### config.mk
export PLATFORM = sky130hd
export DESIGN_NAME = dmem_arbiter
export DESIGN_NICKNAME = d
export VERILOG_FILES = /design/src/rtl/dmem_arb_pkg.sv /design/src/rtl/dmem_arbiter.sv
export SDC_FILE = /design/constraint.sdc
export NUM_CORES = 1
export LEC_CHECK = 0
export ABC_AREA = 1
export CAP_MARGIN = 0
export CORE_AREA = 4 4 116 118
export CTS_BUF_LIST = sky130_fd_sc_hd__clkbuf_4
export CTS_CLUSTER_DIAMETER = 60
export DETAILED_ROUTE_END_ITERATION = 8
export DIE_AREA = 0 0 120 122
export PLACE_DENSITY = 0.72
export SKIP_CTS_REPAIR_TIMING = 1
export SYNTH_ARGS = -nofsm -noshare
export SYNTH_HDL_FRONTEND = slang
export SYNTH_SLANG_ARGS = --single-unit
### constraint.sdc
create_clock -name clk -period 3.07 [get_ports clk]
set_input_delay 0.921 -clock clk [delete_from_list [all_inputs] [get_ports clk]]
set_output_delay 0.921 -clock clk [all_outputs]
set_load 0.02 [all_outputs]
### src/rtl/dmem_arb_pkg.sv
// Shared types for the data-memory arbiter: FSM state encoding and port ids.
package dmem_arb_pkg;

    typedef enum logic [1:0] {
        IDLE = 2'd0,
        OWN0 = 2'd1,
        OWN1 = 2'd2
    } arb_state_t;

    localparam logic PORT_CPU = 1'b0;
    localparam logic PORT_LDR = 1'b1;

    function automatic arb_state_t own_state(input logic port);
        return (port == PORT_LDR) ? OWN1 : OWN0;
    endfunction

endpackage

### src/rtl/dmem_arbiter.sv
// Two-port data-memory arbiter: round-robin tie break with a bounded hold so a
// continuously requesting port cannot starve the other. Reads return one cycle after grant.
module dmem_arbiter
    import dmem_arb_pkg::*;
#(
    parameter int ADDR_WIDTH = 32,
    parameter int DATA_WIDTH = 32,
    parameter int MAX_HOLD   = 4
) (
    input  logic                  clk,
    input  logic                  rst,

    input  logic                  req0,
    input  logic                  we0,
    input  logic [ADDR_WIDTH-1:0] addr0,
    input  logic [DATA_WIDTH-1:0] wdata0,
    output logic                  gnt0,
    output logic                  rvalid0,
    output logic [DATA_WIDTH-1:0] rdata0,

    input  logic                  req1,
    input  logic                  we1,
    input  logic [ADDR_WIDTH-1:0] addr1,
    input  logic [DATA_WIDTH-1:0] wdata1,
    output logic                  gnt1,
    output logic                  rvalid1,
    output logic [DATA_WIDTH-1:0] rdata1,

    output logic                  mem_en,
    output logic                  mem_we,
    output logic [ADDR_WIDTH-1:0] mem_addr,
    output logic [DATA_WIDTH-1:0] mem_wdata,
    input  logic [DATA_WIDTH-1:0] mem_rdata
);

    localparam int HOLD_WIDTH = $clog2(MAX_HOLD + 1);
    localparam logic [HOLD_WIDTH-1:0] HOLD_MAX = HOLD_WIDTH'(MAX_HOLD);
    localparam logic [HOLD_WIDTH-1:0] HOLD_ONE = HOLD_WIDTH'(1);

    arb_state_t            state;
    arb_state_t            state_nxt;
    logic [HOLD_WIDTH-1:0] cnt;
    logic [HOLD_WIDTH-1:0] cnt_nxt;
    logic                  last_gnt;
    logic                  grant_any;
    logic                  grant_port;
    logic                  owner;
    logic                  own_req;
    logic                  oth_req;
    logic                  rvalid0_q;
    logic                  rvalid1_q;

    always_comb begin
        grant_any  = 1'b0;
        grant_port = PORT_CPU;
        state_nxt  = state;
        cnt_nxt    = cnt;
        owner      = (state == OWN1) ? PORT_LDR : PORT_CPU;
        own_req    = owner ? req1 : req0;
        oth_req    = owner ? req0 : req1;

        case (state)
            IDLE: begin
                if (req0 && req1) begin
                    grant_any  = 1'b1;
                    grant_port = ~last_gnt;
                end else if (req0 || req1) begin
                    grant_any  = 1'b1;
                    grant_port = req1 ? PORT_LDR : PORT_CPU;
                end
                if (grant_any) begin
                    state_nxt = own_state(grant_port);
                    cnt_nxt   = HOLD_ONE;
                end else begin
                    cnt_nxt   = '0;
                end
            end
            OWN0, OWN1: begin
                // The owner keeps the memory until it lets go or exhausts its hold budget
                // while the other port is waiting.
                if (own_req && (!oth_req || cnt < HOLD_MAX)) begin
                    grant_any  = 1'b1;
                    grant_port = owner;
                    cnt_nxt    = (cnt == HOLD_MAX) ? cnt : cnt + HOLD_ONE;
                end else if (oth_req) begin
                    grant_any  = 1'b1;
                    grant_port = ~owner;
                    state_nxt  = own_state(~owner);
                    cnt_nxt    = HOLD_ONE;
                end else begin
                    state_nxt  = IDLE;
                    cnt_nxt    = '0;
                end
            end
            default: begin
                state_nxt = IDLE;
                cnt_nxt   = '0;
            end
        endcase
    end

    assign gnt0 = grant_any & (grant_port == PORT_CPU) & ~rst;
    assign gnt1 = grant_any & (grant_port == PORT_LDR) & ~rst;

    assign mem_en    = gnt0 | gnt1;
    assign mem_we    = (gnt0 & we0) | (gnt1 & we1);
    assign mem_addr  = gnt0 ? addr0  : (gnt1 ? addr1  : '0);
    assign mem_wdata = gnt0 ? wdata0 : (gnt1 ? wdata1 : '0);

    always_ff @(posedge clk) begin
        if (rst) begin
            state     <= IDLE;
            cnt       <= '0;
            last_gnt  <= PORT_LDR;
            rvalid0_q <= 1'b0;
            rvalid1_q <= 1'b0;
        end else begin
            state     <= state_nxt;
            cnt       <= cnt_nxt;
            if (grant_any) begin
                last_gnt <= grant_port;
            end
            rvalid0_q <= gnt0 & ~we0;
            rvalid1_q <= gnt1 & ~we1;
        end
    end

    // A read granted just before reset must not surface while reset is held.
    assign rvalid0 = rvalid0_q & ~rst;
    assign rvalid1 = rvalid1_q & ~rst;
    assign rdata0  = rvalid0 ? mem_rdata : '0;
    assign rdata1  = rvalid1 ? mem_rdata : '0;

endmodule

==> run metrics <==
max-cap viol count 0; final number of hold-violating endpoints 0; Worst Path Buf+Inv 5; Mapped Area around 0.0021 sq mm; Top delay family on crit path simple AND/OR/NAND/NOR gates; DP HPWL around 11,000 microns; Worst-Margin Slew about 290 ps; Mapped Nets a little under 600; vias in the first global route around 3.6k; # port buffers around 300; Post-Synthesis Cells between 400 and 500; effective utilization at floorplan ~16%; Final Skew between 9 and 10 ps; Critical Path Slowest Stage Cell nor2_4; worst slack, placed -1000 ps; total gr overflow 0; Inserted Diodes 0; worst stage delay on the critical path ~230 ps; Die W roughly 120 microns; Setup TNS Final -3790 ps; synth unique cells 20; CP Data Arrival Time 2240 ps; fmax roughly 320 MHz; CP Cell Sequence buf_8 > inv_8 > nand2_2 > nand3_2 > nand3_2 > nand2_2 > nor2_4 > buf_12 > clkbuf_16 > nand3_1 > nand2_2 > buf_6; final worst slack -87.2 ps; RSZ-0062 raised after global routing true; # DRC 0; CTS clock-pin slew for the worst setup and hold paths approximately 60 ps; Root Driver clkbuf_4; Final period util 103%; WL/cell between 15 and 20 microns; ANT nets after route 0; Worst-Skew Late Latency ~270 ps; # setup viols final 62; Synth warnings 0; Ports 300; Hold/Removal Path Class register to register; critical path launch point type input port; initial antenna violation count 0; Via density between 4 and 5; CTS tree built; Die Span Y 122 microns; H-tree depth 1; Leak Pwr 4.09 nW; global-route wire length before repair 18,600 microns; failing checks setup timing; status complete, but fails checks; CP most frequent cell nand2_2; largest net degree at the start of global routing 44; WS Path Type input port to output port; Worst Setup End Kind output port; Die ar. 0.0146 sq mm; TritonCTS Sinks 8; Worst slew margin 80.3%; Num CTS Buffers 3; Worst R2R Setup Slack 1080 ps; PD cells about 840 mW/mm^2; CTS Buffer Depth 2; Total GRT Usage between 10% and 20%; core box area about 0.012 sq mm; critical path required time roughly 2200 ps; crit-path max FO 8; area delta synth->final 218%; 1st-iter DRT viols approximately 200; NumNets Final 911; DR pass1 iterations 5; standard-cell row count 41; gpl congestion ~0.90; Syn Area/Cell 4.94 sq um; routed vias ~4.1k; share of post-route cells with drive strength above 1 ~29%; minimum clock period approximately 3200 ps; sequential area share after synthesis 7.81%; worst vdd ir ~0.4 mV; WL final 15,600 microns; #FFs+latches synth 8; Max Slew Vio Count 0
[worst register-to-register path, cell delays in order (launching register included)]
cell,delay [ps]
dfxtp_2,410
inv_1,90
ha_4,300
nand3_2,90
nand3_2,80
nand2_2,70
nor2_4,230
clkbuf_16,220
buf_8,140
nand2_2,70
inv_2,70
buf_4,100
nor2_1,30
[final timing paths]
check / to / depth (start not counted) / startpoint
max: mem_addr[15] / 12 / req0
min: last_gnt / 2 / last_gnt
min reg2reg: last_gnt / 2 / last_gnt
max reg2reg: last_gnt / 12 / state[1]
[logic make-up after synthesis]
group           count (synthesis)  synth area share (%)
simple gates                  307                  66.3
buf+inv                        82                  18.9
compound gates                 12                  3.36
flops                           8                  7.81
fa+ha+maj                       6                  3.66
[cell usage after synthesis]
library cell  instances  area (sq um)
nand2_1              90           338
buf_6                 2          22.5
a211oi_1              1          7.51
ha_1                  6          75.1
nand3_2               2          20.0
clkbuf_1              6          22.5
o21bai_1              1          7.51
nand4_1               4          25.0
o21ai_0               3          15.0
buf_4                13          97.6
nor2_1               71           267
nor2_4                1          11.3
a21oi_1               6          30.0
inv_2                 2          7.51
nand3_1             137           686
nand2_2               2          12.5
inv_1                46           173
buf_2                13          65.1
o21ai_2               1          8.76
dfxtp_1               8           160
[per-stage QoR]
stage	hold WS (ps)	util, %	total power, mW	cell area [sq um]	std cells
detailed placement	487	43.7	4.07	5440	886
global route	542	52.3	5.83	6520	909
floorplan	452	-	2.25	2050	415
finish	508	52.3	5.49	6520	909
global placement	472	43.7	4.07	5440	886
CTS	495	43.9	4.18	5470	889
[where the power goes]
group	switching (mW)	internal [mW]	total, mW	leakage (nW)
Clock	0.0433	0.0452	0.0885	0.0138
Combinational	2.73	2.50	5.23	4.01
Sequential	0.0311	0.139	0.170	0.0661
Total	2.81	2.68	5.49	4.09
[layout by cell type, fill, tap and decap left out, types with 5 or more instances in the layout]
cell type and count:
dlymetal6s2s_1 65, buf_8 9, clkdlybuf4s50_1 162, buf_6 64, buf_12 12, nand3_4 7
nand2_2 26, nor2_1 71, clkbuf_2 5, a21oi_1 6, nand3_1 98, inv_1 43
clkbuf_16 11, buf_4 25, nand2_1 61, dfxtp_1 7, nand3_2 34
[sequential cells by signal, summed over array words and instances (netlist names)]
register	count
cnt	3
last_gnt	1
rvalid0_q	1
rvalid1_q	1
state	2
[area by class of cell]
type	instances	area, sq um
sequential	8	161
tap	172	215
multi-input combinational	325	1910
timing repair buffer	353	4020
fill	1169	5940
inverter	48	193
clock buffer	3	22.5
[per-layer routing]
layer | GRT usage [%] | share of wire [%] | vias to the layer above | routed length [microns]
met3 | 5.29 | 10 | 18 | 1610
li1 | - | - | 1982 | -
met2 | 28.8 | 51 | 232 | 7910
met1 | 17.8 | 38 | 1877 | 5910
met4 | 1.50 | 0.96 | 0 | 150
met5 | 0 | 0 | - | 0
No activity file was read; power rests on OpenSTA's default activity.
